[src/rtl/pipeline_pkg.sv]
// Shared pipeline definitions: hazard sequencer state encoding and common constants.
package pipeline_pkg;

  typedef enum logic [1:0] {
    RUN      = 2'd0,
    MEM_WAIT = 2'd1,
    DRAIN    = 2'd2,
    HALTED   = 2'd3
  } seq_state_t;

  localparam logic [4:0] REG_ZERO = 5'd0;

  // EX, MEM and WB must retire before the halt is complete.
  localparam int DRAIN_CYCLES_DEF = 3;

endpackage

[src/rtl/sat_counter.sv]
// Event counter that sticks at all-ones instead of wrapping.
module sat_counter #(
  parameter int W = 16
) (
  input  logic         clk,
  input  logic         rst_n,
  input  logic         inc,
  output logic [W-1:0] cnt
);

  always_ff @(posedge clk or negedge rst_n) begin
    if (!rst_n) begin
      cnt <= '0;
    end else if (inc && (cnt != {W{1'b1}})) begin
      cnt <= cnt + W'(1);
    end
  end

endmodule

[src/rtl/hazard_sequencer.sv]
// Pipeline sequencer: load-use/control hazard handling, memory-wait freeze,
// halt drain and saturating stall/flush performance counters.
module hazard_sequencer
  import pipeline_pkg::*;
#(
  parameter int DRAIN_CYCLES = DRAIN_CYCLES_DEF,
  parameter int CNT_W        = 16
) (
  input  logic             clk,
  input  logic             rst_n,
  input  logic [4:0]       id_rs1,
  input  logic [4:0]       id_rs2,
  input  logic             id_uses_rs1,
  input  logic             id_uses_rs2,
  input  logic             id_halt,
  input  logic             ex_mem_read,
  input  logic [4:0]       ex_rd,
  input  logic             ex_branch_taken,
  input  logic             mem_req,
  input  logic             mem_ready,
  output logic             pc_write,
  output logic             if_id_write,
  output logic             if_id_flush,
  output logic             id_ex_bubble,
  output logic             pipe_hold,
  output logic             halted,
  output logic [CNT_W-1:0] stall_cnt,
  output logic [CNT_W-1:0] flush_cnt
);

  localparam int DW = (DRAIN_CYCLES > 2) ? $clog2(DRAIN_CYCLES) : 1;
  localparam logic [DW-1:0] DRAIN_LOAD = DW'(DRAIN_CYCLES - 1);

  seq_state_t    state, state_nxt;
  seq_state_t    saved, saved_nxt;
  seq_state_t    eff_state;
  logic [DW-1:0] drain_cnt, drain_nxt;
  logic          mw, lu;
  logic          stall_inc, flush_inc;

  assign mw = mem_req & ~mem_ready;
  assign lu = ex_mem_read & (ex_rd != REG_ZERO) &
              ((id_uses_rs1 & (id_rs1 == ex_rd)) | (id_uses_rs2 & (id_rs2 == ex_rd)));

  // The cycle that ends a memory wait behaves like the state we left, so a
  // drain keeps counting and pending RUN hazards are evaluated as usual.
  assign eff_state = (state == MEM_WAIT) ? saved : state;

  always_comb begin
    pc_write     = 1'b1;
    if_id_write  = 1'b1;
    if_id_flush  = 1'b0;
    id_ex_bubble = 1'b0;
    pipe_hold    = 1'b0;
    halted       = 1'b0;
    flush_inc    = 1'b0;
    state_nxt    = state;
    saved_nxt    = saved;
    drain_nxt    = drain_cnt;
    if (rst_n) begin
      if (state == HALTED) begin
        pc_write     = 1'b0;
        if_id_write  = 1'b0;
        id_ex_bubble = 1'b1;
        pipe_hold    = 1'b1;
        halted       = 1'b1;
      end else if (mw) begin
        pc_write    = 1'b0;
        if_id_write = 1'b0;
        pipe_hold   = 1'b1;
        state_nxt   = MEM_WAIT;
        saved_nxt   = eff_state;
      end else if (eff_state == DRAIN) begin
        pc_write     = 1'b0;
        if_id_write  = 1'b0;
        id_ex_bubble = 1'b1;
        drain_nxt    = (drain_cnt == '0) ? '0 : drain_cnt - DW'(1);
        state_nxt    = (drain_cnt <= DW'(1)) ? HALTED : DRAIN;
      end else begin
        state_nxt = RUN;
        if (ex_branch_taken) begin
          if_id_flush  = 1'b1;
          id_ex_bubble = 1'b1;
          flush_inc    = 1'b1;
        end else if (lu) begin
          pc_write     = 1'b0;
          if_id_write  = 1'b0;
          id_ex_bubble = 1'b1;
        end else if (id_halt) begin
          pc_write     = 1'b0;
          if_id_write  = 1'b0;
          id_ex_bubble = 1'b1;
          drain_nxt    = DRAIN_LOAD;
          state_nxt    = (DRAIN_CYCLES <= 1) ? HALTED : DRAIN;
        end
      end
    end
  end

  assign stall_inc = rst_n & ~pc_write & (state != HALTED);

  always_ff @(posedge clk or negedge rst_n) begin
    if (!rst_n) begin
      state     <= RUN;
      saved     <= RUN;
      drain_cnt <= '0;
    end else begin
      state     <= state_nxt;
      saved     <= saved_nxt;
      drain_cnt <= drain_nxt;
    end
  end

  sat_counter #(.W(CNT_W)) u_stall_cnt (
    .clk   (clk),
    .rst_n (rst_n),
    .inc   (stall_inc),
    .cnt   (stall_cnt)
  );

  sat_counter #(.W(CNT_W)) u_flush_cnt (
    .clk   (clk),
    .rst_n (rst_n),
    .inc   (flush_inc),
    .cnt   (flush_cnt)
  );

endmodule

[config.mk]
export PLATFORM = sky130hd
export DESIGN_NAME = hazard_sequencer
export DESIGN_NICKNAME = d
export VERILOG_FILES = /design/src/rtl/pipeline_pkg.sv /design/src/rtl/sat_counter.sv /design/src/rtl/hazard_sequencer.sv
export SDC_FILE = /design/constraint.sdc
export NUM_CORES = 1
export LEC_CHECK = 0
export BUFFER_PORTS_ARGS = -buffer_cell sky130_fd_sc_hd__buf_2
export CORE_MARGIN = 2
export CORE_UTILIZATION = 51
export DETAILED_ROUTE_END_ITERATION = 12
export GPL_TIMING_DRIVEN = 1
export PLACE_DENSITY = 0.8
export SYNTH_ARGS = -nofsm -noshare
export SYNTH_HDL_FRONTEND = slang
export SYNTH_SLANG_ARGS = --single-unit
[constraint.sdc]
create_clock -name clk -period 2.6 [get_ports clk]
set_input_delay 0.39 -clock clk [delete_from_list [all_inputs] [get_ports clk]]
set_output_delay 0.39 -clock clk [all_outputs]
set_load 0.005 [all_outputs]
==> metrics.yaml, run 1 <==
die:
  io_pins: 62
  rows: 22
  core-area_mm2: 0.00372
  die_h_um: 66.4
  die_area_mm2: 0.00441
  initial_core_util_pct: 53.5
  fp.dieW_um: 66.4
yosys:
  syn_avg_cell_area_um2: 10.5
  synth_flop_cell: "dfrtp_1"
  synth_mux_area_share_pct: 2.27
  syn_area_mm2: 0.00199
  synth-compound-area-share_pct: 5.16
  synthCells: 189
  synth-simple-area-share_pct: 23.8
  synth_fp_nets: 215
  yosysTopAreaCellShare_pct: 47.8
  synth_area_leaders: "dfrtp_1, xnor2_1, nand2_1, xor2_1, nand4_1"
  synth-seq-cells: 38
  synth_top_family_by_area: "simple AND/OR/NAND/NOR gates"
  ys_types: 36
  synth_xor_area_share_pct: 17.6
  async_flop_share_pct: 100
  yosysSeqAreaShare_pct: 47.8
  synth_top_area_cell: "dfrtp_1"
  synth_edf_count: 0
  synthAdderAreaFrac_pct: 1.26
  yosysWarnings: 0
clock_network:
  htree_levels: 2
  root_buffer: "clkbuf_8"
  cts.sinks: 38
  post_cts_resized: 0
  clk_pin_slew_ns: 0.07
  cts_tree: "yes"
  cts_max_path_buffers: 2
  numCtsBuffers: 5
  clk_latency_ns: 0.29
final_layout:
  area_growth_pct: 22.5
  fin_nets: 284
  nFillCells: 314
  seqCellArea_um2: 951
  num_antenna_cells: 0
  utilization_pct: 65.6
  multi_input_area_um2: 996
  final_layout_size_suffix_gt1_share_pct: 32.6
worst_setup_path:
  rrSetupSlack_ns: 0.51
  required_ns: 2.80
  critical_path.max_fanout: 10
  crit_buf_inv: 2
  r2r_start: "u_stall_cnt.cnt[0]$_DFFE_PN0P_"
  cp_data_arrival_time_ns: 2.52
  cpPeakStageDelay_ns: 0.55
  path_class: "in2reg"
  path_cells: "dlygate4sd3_1 > buf_2 > nand2_1 > nor4_4 > o31a_2 > and4_4 > nand3_4 > nor2_1 > xor2_1"
  worstReg2RegEnd: "u_stall_cnt.cnt[10]$_DFFE_PN0P_"
  reg2regPathDepth: 9
  cp_slowest_cell: "dlygate4sd3_1"
  start_kind: "input pin"
  end_kind: "register"
  critPathLaunch: "rst_n"
  critPathTopFamily: "simple AND/OR/NAND/NOR gates"
pwr:
  peakVddDrop_mv: 0.490
  pwr_density_cell_mw_per_mm2: 693
  leakagePower_nw: 1.20
hold_path:
  hold_path_depth: 1
  hold_start: "u_flush_cnt.cnt[10]$_DFFE_PN0P_"
  whs_endpoint: "u_flush_cnt.cnt[10]$_DFFE_PN0P_"
  hp-class: "reg2reg"
detailed_routing:
  via_count: 1590
  drtAntennaViolNets: 0
  dr.pass1.iters: 4
  wl_per_cell_um: 13.4
  initialDrtViolationCount: 124
  drt-total-wl_mm: 4.11
  viasPerCell: 5.20
  post-route-drc-count: 0
sta:
  report.final.slew_viol_count: 0
  setup_violations: 0
  slew_headroom_pct: 71.8
  hold_viol_final: 0
  worst_slew_pin_slew_ns: 0.423
  fmax_mhz: 431
  finalCriticalPeriod_ns: 2.32
  fin_crit_sh_pct: 89.2
  clock_skew_ns: 0.00415
  tns_ns: 0
  fin_ws_ns: 0.282
  rsz0062_at_grt: "false"
  hold_ws_ns: 0.485
global_routing:
  grt_max_degree: 34
  grt.overflow.total: 0
  grt_pass1_vias: 1472
  grt_pass1_wl_mm: 6.66
  antenna_found_initial: 0
  grtUsageTotal_pct: 20.2
status:
  status: "completed"
placed_design:
  dpl.hpwl_mm: 3.20
  portBuffers: 61
  place_ws_ns: 0.473
  place.gp.congestion: 0.853
job:
  max_cap_violations: 0
## cells by family after synthesis
kind of cell,count (synthesis)
adder cells (fa/ha/maj),2
buffers and inverters,8
XOR/XNOR,40
AO/OA/AOI/OAI,16
multiplexers,4
AND/OR/NAND/NOR,81
flip-flops,38
## layout make-up
type	count	share of cell area [%]
well taps	48	2.47
multi-input cells	143	40.9
clock buffers	7	3.13
flip-flops and latches	38	39.0
repair buffers	64	13.6
inverters	6	0.924
## metrics by stage
| step | power (mW) | instance area (um^2) | cells |
|---|---|---|---|
| after floorplan | 1.13 | 1990 | 189 |
| after global placement | 1.30 | 2350 | 298 |
| after detailed placement | 1.33 | 2350 | 298 |
| after CTS | 1.70 | 2440 | 306 |
| after global routing | 1.80 | 2440 | 306 |
| final | 1.69 | 2440 | 306 |
## per-layer routing
metal | global-route usage [%] | vias up | share of wire [%]
li1 | - | 792 | -
met1 | 25.9 | 756 | 46
met2 | 32.6 | 38 | 48
met3 | 5.45 | 4 | 4.1
met4 | 7.65 | 0 | 1.3
met5 | 0 | - | 0
## worst reg2reg max path, stage by stage, from the launching register on
cell and delay (ns):
dfrtp_1 0.42, ha_1 0.24, nand2_1 0.07, nor2_1 0.04, buf_4 0.15, a41o_1 0.25, nor4b_2 0.26, or2_4 0.25
nand4_1 0.14, xnor2_1 0.15
## cells in the final DEF, fill, tap and decap left out
cell type and instances:
nor4_4 1, dlygate4sd3_1 1, nand4_2 1, nand3_4 1
and4_1 2, clkbuf_1 2, xor2_1 8, nor2_1 14
nor2b_1 3, o41ai_1 1, a21oi_1 4, and3_4 1
o31a_2 1, nand3_1 11, ha_1 2, nor3_2 1
a311oi_1 1, nand4_1 10, a41o_1 1, o21ai_0 6
mux2_2 4, and4_4 2, dfrtp_1 38, clkbuf_8 5
buf_2 61, nand2b_1 2, nand2_1 22, and3_2 1
nor4b_2 1, and2_1 1, o22ai_1 1, o2111ai_1 1
and3b_4 1, inv_1 6, or2_4 1, buf_4 2
nor3_1 4, and3_1 1, xnor2_1 32
## synth_stat cells, drive strengths merged (2+ instances only)
cell type and instances:
dfrtp 38, xnor2 32, nand2 22, nor2 14, nand3 12, nand4 11
xor2 8, inv 6, o21ai 6, nor3 5, a21oi 4, and4 4
mux2 4, and3 3, nor2b 3, buf 2, ha 2, nand2b 2
## worst max path at each step
stage	endpoint	cells past startpoint	slack [ns]
after floorplan	u_stall_cnt.cnt[10]$_DFFE_PN0P_	8	0.67
after global placement	if_id_write	9	0.51
after detailed placement	pc_write	9	0.47
after CTS	u_flush_cnt.cnt[13]$_DFFE_PN0P_	9	0.26
after global routing	if_id_write	5	0.16
final	u_flush_cnt.cnt[13]$_DFFE_PN0P_	9	0.28
## registers in the layout, summed over array words and instances, names as in the netlist
| name | count |
|---|---|
| u_flush_cnt.cnt | 16 |
| u_stall_cnt.cnt | 16 |
| drain_cnt | 2 |
| saved | 2 |
| state | 2 |
## power by group
part | internal, mW | leakage, nW | switching, mW
combinational | 0.237 | 0.658 | 0.237
clock | 0.184 | 0.0383 | 0.190
sequential | 0.706 | 0.503 | 0.135
total | 1.13 | 1.20 | 0.562
## timing repair
item / in CTS / in global routing
setup endpoints to repair: 0 / 0
hold buffers: 1 / 0
buffers inserted: 0 / 0
endpoints found under the hold margin: 6 / 0
Note: power is estimated with default switching activity, not from simulation.
==> inputs of run 2 (changes only) <==
--- a/config.mk
+++ b/config.mk
@@ -6,11 +6,14 @@
 export NUM_CORES = 1
 export LEC_CHECK = 0
 export BUFFER_PORTS_ARGS = -buffer_cell sky130_fd_sc_hd__buf_2
+export CELL_PAD_IN_SITES_DETAIL_PLACEMENT = 1
+export CELL_PAD_IN_SITES_GLOBAL_PLACEMENT = 2
 export CORE_MARGIN = 2
-export CORE_UTILIZATION = 51
+export CORE_UTILIZATION = 33
+export CTS_CLUSTER_SIZE = 30
 export DETAILED_ROUTE_END_ITERATION = 12
 export GPL_TIMING_DRIVEN = 1
-export PLACE_DENSITY = 0.8
+export PLACE_DENSITY_LB_ADDON = 0.1
 export SYNTH_ARGS = -nofsm -noshare
 export SYNTH_HDL_FRONTEND = slang
 export SYNTH_SLANG_ARGS = --single-unit
==> constraint.sdc (replaced) <==
create_clock -name clk -period 2.7 [get_ports clk]
set_input_delay 0.405 -clock clk [delete_from_list [all_inputs] [get_ports clk]]
set_output_delay 0.405 -clock clk [all_outputs]
set_load 0.005 [all_outputs]
==> metrics.yaml, run 2 (synthesized netlist as in run 1, its figures left out) <==
detailed_routing:
  viasPerCell: 4.79
  via_count: 1603
  drt-total-wl_mm: 4.57
  post-route-drc-count: 0
  dr.pass1.iters: 4
  wl_per_cell_um: 13.6
  drtAntennaViolNets: 0
  initialDrtViolationCount: 46
clock_network:
  clk_pin_slew_ns: 0.07
  cts_tree: "yes"
  clk_latency_ns: 0.29
  cts_max_path_buffers: 2
  post-cts-setup-buffer-count: 0
  htree_levels: 2
  root_buffer: "clkbuf_8"
  post_cts_resized: 0
  numCtsBuffers: 5
  cts.sinks: 38
die:
  die_h_um: 81.6
  rows: 28
  io_pins: 62
  fp.dieW_um: 81.6
  initial_core_util_pct: 33.8
  die_area_mm2: 0.00666
  core-area_mm2: 0.00589
final_layout:
  seqCellArea_um2: 951
  layout_common_cells: "buf_2, dfrtp_1, xnor2_1, nand2_1, nor2_1"
  final_common_cell: "buf_2"
  fin_nets: 285
  final_layout_size_suffix_gt1_share_pct: 33.5
  nFillCells: 713
  multi_input_area_um2: 996
  num_antenna_cells: 0
  biggestRegsByFlops: "u_flush_cnt.cnt x16, u_stall_cnt.cnt x16"
  area_growth_pct: 25.4
sta:
  worst_slew_pin_slew_ns: 0.496
  setup_violations: 0
  rsz0062_at_grt: "false"
  slew_headroom_pct: 66.8
  fin_crit_sh_pct: 82.5
  finalCriticalPeriod_ns: 2.23
  clock_skew_ns: 0.00425
  fmax_mhz: 449
  report.final.slew_viol_count: 0
  fin_ws_ns: 0.474
  hold_viol_final: 0
  tns_ns: 0
pwr:
  leakagePower_nw: 1.21
  pwr_density_cell_mw_per_mm2: 671
  peakVddDrop_mv: 0.328
global_routing:
  grt_pass1_vias: 1638
  grt_pass1_wl_mm: 7.90
  grt.overflow.total: 0
  grtUsageTotal_pct: 15.4
  grt_max_degree: 21
  antenna_found_initial: 0
worst_setup_path:
  critPathLaunch: "rst_n"
  reg2regPathDepth: 7
  r2r_start: "u_stall_cnt.cnt[5]$_DFFE_PN0P_"
  end_kind: "register"
  start_kind: "input pin"
  required_ns: 2.91
  rrSetupSlack_ns: 0.67
  cp_data_arrival_time_ns: 2.44
  critical_path.max_fanout: 7
  path_class: "in2reg"
job:
  max_cap_violations: 0
placed_design:
  place_ws_ns: 0.545
  place.gp.congestion: 0.728
  portBuffers: 61
  dpl.hpwl_mm: 3.57
hold_path:
  hold_path_depth: 1
  hp-class: "reg2reg"
  hold_start: "u_flush_cnt.cnt[5]$_DFFE_PN0P_"
status:
  status: "completed"
## run 2: cell types whose count changed in the layout (fill, tap and decap cells not counted), sizes merged
cell / previous run / this run
clkinv: 0 / 1
buf: 63 / 64
## run 2: path summary, 6_finish.rpt
check / end
min in group asynchronous: state[0]$_DFFE_PN0P_
worst max-delay path: u_flush_cnt.cnt[15]$_DFFE_PN0P_
worst min-delay path: u_flush_cnt.cnt[5]$_DFFE_PN0P_
worst min register to register: u_flush_cnt.cnt[5]$_DFFE_PN0P_
worst max register to register: u_stall_cnt.cnt[13]$_DFFE_PN0P_
max in group asynchronous: u_flush_cnt.cnt[7]$_DFFE_PN0P_
## run 2: power breakdown
group | leakage [nW] | switching, mW | total, mW | internal [mW]
logic | 0.662 | 0.226 | 0.460 | 0.234
clock network | 0.0482 | 0.197 | 0.403 | 0.206
registers | 0.503 | 0.129 | 0.808 | 0.679
total | 1.21 | 0.553 | 1.67 | 1.12
## run 2: worst max-delay path, cell delays in order
cell	delay, ns
dlygate4sd3_1	0.54
buf_2	0.20
nand2_1	0.10
nor4_4	0.22
o31a_2	0.27
and4_4	0.29
nand3_4	0.10
nor3_2	0.14
xor2_1	0.15
## run 2: final cells by class
class	instances	share of cell area, %
inverters	6	0.904
clock buffers	7	3.46
clock inverters	1	0.201
multi-input cells	143	40.0
well taps	75	3.77
flip-flops and latches	38	38.2
repair buffers	65	13.6
## run 2: what timing repair did
item	CTS	global route
hold endpoints to repair	1	0
hold buffers	1	0
setup endpoints to repair	0	0
## run 2: per-layer routing
metal	track usage, %	up-vias	part of all wire (%)
met4	4.50	0	1.3
met1	22.1	767	49
met3	3.63	6	5.2
met2	23.0	37	44
li1	-	793	-
met5	0	-	0
## run 2: through the flow
step / instances / power, mW / util, % / hold WS [ns] / area [um^2]
detailed placement: 326 / 1.29 / 40.6 / 0.240 / 2390
floorplan: 189 / 1.09 / - / 0.109 / 1990
CTS: 335 / 1.71 / 42.3 / 0.492 / 2490
global placement: 326 / 1.29 / 40.6 / 0.238 / 2390
global route: 335 / 1.83 / 42.3 / 0.498 / 2490
finish: 335 / 1.67 / 42.3 / 0.485 / 2490
==> inputs of run 3 (changes only) <==
--- a/config.mk
+++ b/config.mk
@@ -9,7 +9,7 @@
 export CELL_PAD_IN_SITES_DETAIL_PLACEMENT = 1
 export CELL_PAD_IN_SITES_GLOBAL_PLACEMENT = 2
 export CORE_MARGIN = 2
-export CORE_UTILIZATION = 33
+export CORE_UTILIZATION = 31
 export CTS_CLUSTER_SIZE = 30
 export DETAILED_ROUTE_END_ITERATION = 12
 export GPL_TIMING_DRIVEN = 1
==> constraint.sdc (replaced) <==
create_clock -name clk -period 2.35 [get_ports clk]
set_input_delay 0.3525 -clock clk [delete_from_list [all_inputs] [get_ports clk]]
set_output_delay 0.3525 -clock clk [all_outputs]
set_load 0.005 [all_outputs]
==> metrics.yaml, run 3 (synthesized netlist as in run 1, its figures left out) <==
status:
  status: "completed"
placed_design:
  portBuffers: 61
  dpl.hpwl_mm: 3.61
  dp_cells: 330
  place.gp.congestion: 0.736
worst_setup_path:
  cp_data_arrival_time_ns: 2.43
  path_cells: "dlygate4sd3_1 > buf_2 > nand2_1 > nor4_4 > o31a_2 > and4_4 > nand3_4 > nor3_2 > xor2_1"
  critical_path.max_fanout: 8
  start_kind: "input pin"
  cpPeakStageDelay_ns: 0.54
  end_kind: "register"
  cp_slowest_cell: "dlygate4sd3_1"
  reg2regPathDepth: 7
  required_ns: 2.56
  r2r_start: "u_stall_cnt.cnt[6]$_DFFE_PN0P_"
  rrSetupSlack_ns: 0.28
  path_class: "in2reg"
  worstReg2RegEnd: "u_stall_cnt.cnt[15]$_DFFE_PN0P_"
pwr:
  switching_share_pct: 32.6
  pwr_density_cell_mw_per_mm2: 760
  seq_power_share_pct: 48.5
  power_frac_comb_pct: 28.3
  peakVddDrop_mv: 0.331
  leakagePower_nw: 1.22
  power_mw: 1.91
  intPower_mw: 1.28
  pwr-share-clk_pct: 23.2
  p_sw_mw: 0.622
clock_network:
  cts_tree: "yes"
  post_cts_resized: 0
  root_buffer: "clkbuf_8"
  clk_latency_ns: 0.29
  cts.sinks: 38
  numCtsBuffers: 5
  htree_levels: 2
  clk_pin_slew_ns: 0.07
  cts_max_path_buffers: 2
final_layout:
  utilization_pct: 40.0
  num_antenna_cells: 0
  nFillCells: 767
  final_common_cell: "buf_2"
  fin_nets: 288
  biggestRegsByFlops: "u_flush_cnt.cnt x16, u_stall_cnt.cnt x16"
  layout_common_cells: "buf_2, dfrtp_1, xnor2_1, nand2_1, nor2_1"
  area_growth_pct: 26.2
  instances_no_fill: 338
  final_layout_size_suffix_gt1_share_pct: 34.1
sta:
  clock_skew_ns: 0.00641
  slew_headroom_pct: 70.2
  tns_ns: 0
  report.final.slew_viol_count: 0
  hold_ws_ns: 0.462
  hold_viol_final: 0
  fin_crit_sh_pct: 94.4
  worst_slew_pin_slew_ns: 0.445
  fmax_mhz: 451
  rsz0062_at_grt: "false"
  setup_violations: 0
  finalCriticalPeriod_ns: 2.22
detailed_routing:
  post-route-drc-count: 0
  via_count: 1616
  wl_per_cell_um: 13.7
  drtAntennaViolNets: 0
  initialDrtViolationCount: 34
  drt-total-wl_mm: 4.64
  viasPerCell: 4.78
  dr.pass1.iters: 4
global_routing:
  grt_pass1_vias: 1624
  use_met1_pct: 18.6
  grtUsageTotal_pct: 13.7
  grt.overflow.total: 0
  grt_max_degree: 29
  grt_util_met3_pct: 3.56
  grt_pass1_wl_mm: 7.76
  top_usage_layer: "met2"
  antenna_found_initial: 0
  globalRouteMet2Util_pct: 21.3
die:
  die_h_um: 84.1
  die_area_mm2: 0.00707
  initial_core_util_pct: 31.7
  io_pins: 62
  rows: 29
  fp.dieW_um: 84.1
  core-area_mm2: 0.00628
hold_path:
  hp-class: "in2async"
job:
  max_cap_violations: 0
[run 3: worst max-delay path by stage]
stage / start / to / cells past startpoint
2_1_floorplan: u_stall_cnt.cnt[5]$_DFFE_PN0P_ / u_stall_cnt.cnt[10]$_DFFE_PN0P_ / 8
4_1_cts: rst_n / u_flush_cnt.cnt[15]$_DFFE_PN0P_ / 9
3_5_place_dp: state[0]$_DFFE_PN0P_ / u_flush_cnt.cnt[15]$_DFFE_PN0P_ / 7
3_3_place_gp: state[0]$_DFFE_PN0P_ / u_flush_cnt.cnt[15]$_DFFE_PN0P_ / 7
5_1_grt: rst_n / u_flush_cnt.cnt[15]$_DFFE_PN0P_ / 9
6_report: rst_n / u_flush_cnt.cnt[15]$_DFFE_PN0P_ / 9
[run 3: area by class of cell]
cell class              count  area (um^2)  share of cell area [%]
multi-input cells         143          996                    39.7
flip-flops and latches     38          951                    37.9
repair buffers             68          360                    14.4
well taps                  77         96.3                    3.84
clock buffers               6         82.6                    3.29
inverters                   6         22.5                   0.898
[run 3: worst max-delay path: cells and delay by family]
family / cells / cell delay [ns]
buf+inv: 2 / 0.75
compound gates: 1 / 0.27
xor+xnor: 1 / 0.17
simple gates: 5 / 0.88
[run 3: through the flow]
stage | worst slack [ns] | instance area [um^2]
6_report | 0.132 | 2510
5_1_grt | 0.0130 | 2510
4_1_cts | 0.0635 | 2500
3_5_place_dp | 0.281 | 2410
3_3_place_gp | 0.295 | 2410
2_1_floorplan | 0.419 | 1990
[run 3: power groups by stage]
stage	Clock (mW)	Combinational, mW	Sequential, mW
after global placement	0	0.546	0.939
after global routing	0.497	0.611	0.951
after detailed placement	0	0.549	0.938
after CTS	0.470	0.552	0.928
after floorplan	0	0.330	0.921
final	0.443	0.539	0.924
[run 3: layer usage]
| layer | part of all wire, % | vias up |
|---|---|---|
| met4 | 1.6 | 0 |
| met3 | 4.4 | 7 |
| met2 | 46 | 35 |
| li1 | - | 797 |
| met5 | 0 | - |
| met1 | 48 | 777 |
[run 3: repair_timing]
| action | 4_1_cts | 5_1_grt |
|---|---|---|
| setup endpoints to repair | 0 | 1 |
| hold buffers | 1 | 0 |
| hold endpoints to repair | 2 | 0 |
| buffers inserted | 0 | 1 |
